## config.mk

```make
export PLATFORM = sky130hd
export DESIGN_NAME = sub256mod
export DESIGN_NICKNAME = d
export VERILOG_FILES = /design/src/rtl/sub256mod.sv
export SDC_FILE = /design/constraint.sdc
export NUM_CORES = 2
export LEC_CHECK = 0
export BUFFER_PORTS_ARGS = -buffer_cell sky130_fd_sc_hd__buf_2
export CORE_MARGIN = 10
export CORE_UTILIZATION = 30
export DETAILED_ROUTE_END_ITERATION = 10
export GPL_TIMING_DRIVEN = 0
export PLACE_DENSITY = 0.59
export SYNTH_ARGS = -nofsm -noshare
export SYNTH_HDL_FRONTEND = slang
export SYNTH_SLANG_ARGS = --single-unit
```

## constraint.sdc

```tcl
create_clock -name clk -period 11.25 [get_ports clk]
set_input_delay 1.125 -clock clk [delete_from_list [all_inputs] [get_ports clk]]
set_output_delay 1.125 -clock clk [all_outputs]
set_load 0.02 [all_outputs]
```

## src/rtl/sub256mod.sv

```systemverilog
// sub256mod: serial 256-bit modular subtraction, dataz = (datax - datay) mod modz.
// The operation runs as four 64-bit borrow limbs (SUB), then four 64-bit
// conditional add-back limbs (CORR) when the subtraction underflowed.
// Optional build macro SUB256MOD_FASTPATH_EN: skip CORR when no underflow.
module sub256mod #(
  parameter logic [255:0] modz = 256'hFFFFFFFF_FFFFFFFF_FFFFFFFF_FFFFFFFE_BAAEDCE6_AF48A03B_BFD25E8C_D0364141
) (
  input  logic         clk,
  input  logic         rstn,
  input  logic [255:0] datax,
  input  logic [255:0] datay,
  input  logic         update,
  output logic [255:0] dataz,
  output logic         done,
  output logic         busy
);

  localparam int DATA_W = 256;
  localparam int LIMB_W = 64;

  typedef enum logic [1:0] {IDLE, SUB, CORR} state_t;

  state_t              state;
  state_t              state_nxt;
  logic [DATA_W-1:0]   x_r;
  logic [DATA_W-1:0]   y_r;
  logic [DATA_W-1:0]   acc_r;
  logic [1:0]          cnt;
  logic                borrow;
  logic                carry;
  logic [7:0]          idx;
  logic                last_limb;
  logic [LIMB_W:0]     sub_w;
  logic [LIMB_W:0]     corr_w;
  logic                ld_op;
  logic                finish;
  logic [DATA_W-1:0]   fin_val;

  // One limb of x - y - bin; bit 64 of the result is the borrow out.
  function automatic logic [LIMB_W:0] limb_sub(input logic [LIMB_W-1:0] a,
                                               input logic [LIMB_W-1:0] b,
                                               input logic              bin);
    limb_sub = {1'b0, a} - {1'b0, b} - {{LIMB_W{1'b0}}, bin};
  endfunction

  // One limb of a + b + cin; bit 64 of the result is the carry out.
  function automatic logic [LIMB_W:0] limb_add(input logic [LIMB_W-1:0] a,
                                               input logic [LIMB_W-1:0] b,
                                               input logic              cin);
    limb_add = {1'b0, a} + {1'b0, b} + {{LIMB_W{1'b0}}, cin};
  endfunction

  assign idx       = {cnt, 6'd0};
  assign last_limb = (cnt == 2'd3);
  // During CORR, borrow still holds the final SUB borrow and selects the add-back.
  assign sub_w     = limb_sub(x_r[idx +: LIMB_W], y_r[idx +: LIMB_W], borrow);
  assign corr_w    = limb_add(acc_r[idx +: LIMB_W], modz[idx +: LIMB_W] & {LIMB_W{borrow}}, carry);

  // State register
  always_ff @(posedge clk or negedge rstn) begin
    if (!rstn) state <= IDLE;
    else       state <= state_nxt;
  end

  // Next-state logic
  always_comb begin
    state_nxt = state;
    case (state)
      IDLE: if (update) state_nxt = SUB;
      SUB: begin
        if (last_limb) begin
`ifdef SUB256MOD_FASTPATH_EN
          if (!sub_w[LIMB_W]) state_nxt = IDLE;
          else                state_nxt = CORR;
`else
          state_nxt = CORR;
`endif
        end
      end
      CORR: if (last_limb) state_nxt = IDLE;
      default: state_nxt = IDLE;
    endcase
  end

  // Control decode: operand load, completion strobe and final result assembly
  always_comb begin
    ld_op   = 1'b0;
    finish  = 1'b0;
    fin_val = {corr_w[LIMB_W-1:0], acc_r[DATA_W-LIMB_W-1:0]};
    case (state)
      IDLE: ld_op = update;
      SUB: begin
`ifdef SUB256MOD_FASTPATH_EN
        if (last_limb && !sub_w[LIMB_W]) begin
          finish  = 1'b1;
          fin_val = {sub_w[LIMB_W-1:0], acc_r[DATA_W-LIMB_W-1:0]};
        end
`endif
      end
      CORR: finish = last_limb;
      default: ;
    endcase
  end

  // Datapath: operand capture, limb-serial subtract / add-back, result register
  always_ff @(posedge clk or negedge rstn) begin
    if (!rstn) begin
      x_r    <= '0;
      y_r    <= '0;
      acc_r  <= '0;
      cnt    <= 2'd0;
      borrow <= 1'b0;
      carry  <= 1'b0;
      dataz  <= '0;
      done   <= 1'b0;
      busy   <= 1'b0;
    end else begin
      done <= finish;
      if (ld_op) begin
        x_r    <= datax;
        y_r    <= datay;
        acc_r  <= '0;
        cnt    <= 2'd0;
        borrow <= 1'b0;
        carry  <= 1'b0;
        busy   <= 1'b1;
      end else if (state == SUB) begin
        acc_r[idx +: LIMB_W] <= sub_w[LIMB_W-1:0];
        borrow               <= sub_w[LIMB_W];
        cnt                  <= cnt + 2'd1;
      end else if (state == CORR) begin
        acc_r[idx +: LIMB_W] <= corr_w[LIMB_W-1:0];
        carry                <= corr_w[LIMB_W];
        cnt                  <= cnt + 2'd1;
      end
      if (finish) begin
        dataz <= fin_val;
        busy  <= 1'b0;
      end
    end
  end

endmodule

```

# Word level (Yosys, flattened, before mapping)
# Cells that the tools add are included.
# W data, S select, Z words.
# word_totals
input_bits,515
register_bits,1032
wordCells,59
out_inout_bits,258
# op_classes
muxes,21
n_shift,7
n_eq_ne,7
addsub,6
n_reduce_logical,7
bitwise,1
# op_table
cell,count
$mux W256,3
$shiftx A256 B9 Y64,3
$bwmux W256,2
$shiftx A64 B10 Y256,2
$shift A64 B10 Y256 const A,1
$shiftx A256 B9 Y64 const A,1
$add A64 B64 Y65,1
$add A65 B1 Y65,1
$sub A64 B64 Y65,1
$sub A65 B1 Y65,1
$and A64 B64 Y64,1
$mux W2,6
$neg A8 Y10,1
$mux W1,9
$ne A2 B2 Y1 const B,4
$pmux W2 S3,1
$reduce_bool A2 Y1,3
$eq A2 B2 Y1 const B,2
$reduce_and A3 Y1,1
$reduce_bool A3 Y1,1
$add A2 B1 Y2 const B,1
$eq A2 B1 Y1 const B,1
$logic_not A2 Y1,1
$reduce_and A2 Y1,1

# Longest topological paths before layout
# logic_depth
depth_word,9
depth_mapped,22
depth_no_buf,18

# Worst setup path after synthesis
# OpenSTA, ideal clock, no wires.
# synth_path
kind,register -> register
from,reg cnt[0]
to,reg acc_r[111]
setup_time_ns,0.121
path_slack_ns,5.154
stages_incl_launch_ff,22
period_less_slack_ns,6.096
t_arrival_ns,5.975
path_buffers,7
required_time_ns,11.129
cell_sequence,dfrtp_1 buf_2 clkbuf_1 buf_1 buf_1 inv_1 ha_1 clkbuf_1 clkbuf_1 nor2_1 ha_1 clkbuf_1 a221o_1 a31oi_1 o31ai_1 a211oi_1 nor2_1 or4_1 a41oi_1 xor2_1 o21ai_0 a22o_1
# synth_between
elab_chain_cells,9
word_cells_on_any_way,18
classes_between,5 x add/sub; 7 x shift; 5 x mux; 1 x bitwise
# synth_rtl
element,line,text
"start, declared",28,logic [1:0] cnt;
"start signal, assigned",130,cnt <= cnt + 2'd1;
"start signal, assigned",134,cnt <= cnt + 2'd1;
$shiftx A256 B9 Y64,57,"assign corr_w = limb_add(acc_r[idx +: LIMB_W], modz[idx +: LIMB_W] & {LIMB_W{borrow}}, carry);"
$and A64 B64 Y64,57,
$add A64 B64 Y65,50,"limb_add = {1'b0, a} + {1'b0, b} + {{LIMB_W{1'b0}}, cin};"
$add A65 B1 Y65,50,
$shiftx A64 B10 Y256,132,acc_r[idx +: LIMB_W] <= corr_w[LIMB_W-1:0];
$bwmux W256,132,
$mux W256,131,end else if (state == CORR) begin
$mux W256 *,127,end else if (state == SUB) begin
$mux W256 *,119,if (ld_op) begin
"end signal, assigned by index",128,acc_r[idx +: LIMB_W] <= sub_w[LIMB_W-1:0];
"end signal, assigned by index",132,
"end, declared",27,logic [DATA_W-1:0] acc_r;
# Every way passes the cells marked *; elsewhere a longest branch is shown, timed or not. The select of a mux whose other input is x is not followed.
# A chain may end at the register's enable or synchronous reset.

# Final worst setup path
# layout_path
from,reg cnt[0]
to,reg acc_r[185]
# The elaborated chain is that of the path after synthesis.

==> metrics list <==
* Detailed-route vias per instance: 5.09
* Top cells by area in the synthesized netlist: sky130_fd_sc_hd__dfrtp_1, sky130_fd_sc_hd__mux2_2, sky130_fd_sc_hd__mux4_2
- After technology mapping, the gate count stands at 4643.
- Run status: completed
- Class of the worst hold path: primary input to async pin
- Total Routing Usage GR: 22.1%
* Worst path setup slack after routing: 1.37 ns
* Sum of net half-perimeters after detailed placement: 172 mm
- The tool flagged a number of max-cap violations equal to 0.
- Counting the fill cells in the layout gives 17466.
- Total number of nets in the final design: 6256
- In this run the core area contains 152 standard-cell rows.
* Combined area of all synthesized cells: 51800 sq um
- Setup violations remaining at the end of the flow were counted as 0.
- Flip-flop cell with the highest count after synthesis: sky130_fd_sc_hd__dfrtp_1
- Clock-pin slew was measured on the worst setup and hold paths at 0.07 ns.
- For the worst setup path, the data required time is 11.95 ns.
- Number of enable flip-flop cells after synthesis: 0
- For the pin with the worst max-slew slack, the measured transition is 1.43 ns.
* Final critical delay including setup and external delays: 9.88 ns
* Via count of the first global-routing pass: 42547
- Total congestion overflow: 0
* Boundary pin count: 773
- TritonCTS built the clock tree.
- The clock tree synthesis step divided the H-tree into 3 levels.
* Number of antenna violations at the first check in global routing: 81
- Post-route antenna net violation count: 0
* Crit path kind: flop to flop
- The number of slew-limit violations in the final report came to 0.
- Resized cells post-CTS: 0
- Hold repair after CTS inserted 0 buffers.
- First-pass GRT wire length: 307 mm
- Across the whole layout, storage elements account for 25800 sq um.
- Vert. Die Dim: 435 microns
- The first TritonRoute pass finished after 5 iterations.
- Total routed wirelength: 217 mm
- Critical path capture point type: flop
- In this run the horizontal extent of the chip is 435 microns.
- Counting flops and latches in the post-synthesis netlist gives 1032.
* Register-to-Register Path Depth: 22
- Mean Syn Cell Area: 11.1 sq um
- The worst setup path is launched from a flop.
- Slowest Stage Delay on Critical Path: 0.98 ns
* Number of buffers added on ports: 772
- The later pin in the worst-skew pair is clocked with a latency of 0.78 ns.
- Once the floorplan was initialized, standard cells occupied 30.2% of the core.
- Syn Nets: 5353
- Area overhead of the layout relative to synthesis: 21.4%
- OpenSTA, run right after detailed placement, puts the worst setup slack at 1.13 ns.
- Clock tree synthesis found a total of 1032 sinks.
- Setup repair after global routing left no endpoint under its margin.
* Async SR Flop Fraction: 100%
- The number of hold-slack violations in the final timing report is 0.
- In this run the biggest area consumer among cell types represents 49.9% of the synthesized area.
- Traced cell by cell, the critical path runs through buf_2 > clkbuf_1 > buf_2 > buf_1 > inv_1 > ha_1 > clkbuf_1 > clkbuf_1 > nor2_4 > ha_1 > clkbuf_1 > nand4_1 > nor3_1 > nand4_1 > a2111oi_0 > a211oi_1 > o21ai_0 > a21oi_1 > xnor2_1 > nand2_1 > o21ai_0 > a22o_1.
- Among all stages on the critical path, the largest delay is contributed by sky130_fd_sc_hd__a2111oi_0.
- Leaving out fill and tap cells, the most frequent cells in the layout are sky130_fd_sc_hd__dfrtp_1, sky130_fd_sc_hd__nand2_1, sky130_fd_sc_hd__buf_2.
- Share of post-route cells with drive strength above 1: 30.6%
- Area taken by multi-input logic gates: 24100 sq um
- The longest clock path from root to sink contains 3 buffers.
- Worst Skew: 0.0361 ns
* Fmax: 0.101 GHz
* Commonest non-fill, non-tap cell in the layout: sky130_fd_sc_hd__dfrtp_1
- Clock root buffer master: sky130_fd_sc_hd__clkbuf_16
- Cell accounting for the most synthesized area: sky130_fd_sc_hd__dfrtp_1
- Entering global routing, the biggest net connects 160 pins.
- Along the worst path, the maximum fanout reaches 21.
- Data arrival time of the critical path: 10.58 ns
- Yosys mapped the design onto 73 distinct sky130hd cell types.
* Drc violations: 0
- Sequential element share of the synthesized area: 49.9%
- Area of the core: 172000 sq um
- During synthesis, Yosys emitted a total of 0 warnings.
- The die covers 190000 sq um.
- In the final routed layout, each cell accounts on average for 27.1 microns.
- Num CTS Buffers: 113
* Most frequent cell on the critical path: sky130_fd_sc_hd__clkbuf_1
- Relative max-transition margin: 4.49%
- Routed vias: 40694
- In this run the post-CTS setup repair buffer count came out at 0.
- DRC marker count from the first detailed-route iteration: 3041
* Sum of negative setup slack: 0 ns
* Final worst-path cycle share: 87.8%
- Placer's final routability congestion estimate: 0.944
-- layout make-up --
type	instances	area share, %
repair buffers	788	6.68
flip-flops and latches	1032	41.1
inverters	229	1.37
clock inverters	42	0.761
diodes	39	0.155
multi-input cells	3112	38.3
well taps	2310	4.60
clock buffers	168	5.36
plain buffers	270	1.65
-- cells by family (layout without fill, tap and decap cells) --
group                    count (synthesis)  in the layout  share of synthesized area (%)
buffers and inverters                  499           1497                           3.64
other                                    0             39                              0
adder cells (fa/ha/maj)                195            195                           4.77
AND/OR/NAND/NOR                       1255           1255                           9.89
flip-flops                            1032           1032                           49.9
multiplexers                           725            725                           19.9
AO/OA/AOI/OAI                          817            817                           9.85
XOR/XNOR                               120            120                           2.03
-- worst max-delay path, delay by kind of cell, from the launching register on --
kind / cells / cell delay [ns]
buffers and inverters: 8 / 3.93
AOI/OAI and AO/OA: 6 / 2.66
and+or+nand+nor: 5 / 1.69
xor gates and xnor gates: 1 / 0.58
adders and majority gates: 2 / 0.48
DFF: 1 / 0.38
-- through the flow --
step | util, % | cells | hold WS [ns] | cell area, sq um
after global routing | 36.6 | 7981 | 0.192 | 62800
after floorplan | - | 4643 | 0.445 | 51800
after CTS | 36.6 | 7950 | 0.143 | 62700
final | 36.6 | 7990 | 0.197 | 62800
after global placement | 34.1 | 7725 | 0.456 | 58500
after detailed placement | 34.3 | 7740 | 0.458 | 58900
-- registers in the layout, summed over array words and instances, names as in the netlist --
register,count
x_r,256
done,1
busy,1
borrow,1
acc_r,256
carry,1
y_r,256
state,2
dataz,256
cnt,2
-- final timing paths --
kind	startpoint	to	slack (ns)
setup / recovery	cnt[0]	acc_r[185]	1.37
hold / removal	rstn	dataz[83]	0.20
setup reg to reg	cnt[0]	acc_r[185]	1.37
hold reg to reg	dataz[158]	dataz[158]	0.47
max in group asynchronous	rstn	x_r[173]	8.07
min in group clk	dataz[158]	dataz[158]	0.47
-- cell usage after synthesis (10+ instances only) --
master,count
sky130_fd_sc_hd__ha_1,191
sky130_fd_sc_hd__a31oi_1,19
sky130_fd_sc_hd__xor2_1,54
sky130_fd_sc_hd__nor2_1,129
sky130_fd_sc_hd__xnor2_1,66
sky130_fd_sc_hd__nor3_1,27
sky130_fd_sc_hd__mux4_2,192
sky130_fd_sc_hd__clkbuf_1,232
sky130_fd_sc_hd__inv_1,228
sky130_fd_sc_hd__o21ai_0,308
sky130_fd_sc_hd__mux2_2,520
sky130_fd_sc_hd__nand2_1,953
sky130_fd_sc_hd__buf_1,35
sky130_fd_sc_hd__mux2i_1,13
sky130_fd_sc_hd__o21a_1,16
sky130_fd_sc_hd__o221ai_1,13
sky130_fd_sc_hd__nand3_1,28
sky130_fd_sc_hd__a22o_1,81
sky130_fd_sc_hd__or3_1,10
sky130_fd_sc_hd__a211oi_1,12
sky130_fd_sc_hd__dfrtp_1,1032
sky130_fd_sc_hd__o21bai_1,23
sky130_fd_sc_hd__nand4_1,37
sky130_fd_sc_hd__a21o_1,72
sky130_fd_sc_hd__a21oi_1,190
sky130_fd_sc_hd__nor2b_1,12
sky130_fd_sc_hd__nand2b_1,17
-- layer usage --
layer	routed length [microns]	global-route usage [%]
met4	12400	11.1
met2	107000	38.0
met3	14100	5.72
met1	82500	25.3
met5	560	0
Power is not shown: default switching activity piles up to over one toggle a cycle in this logic, so the estimate is an artifact.
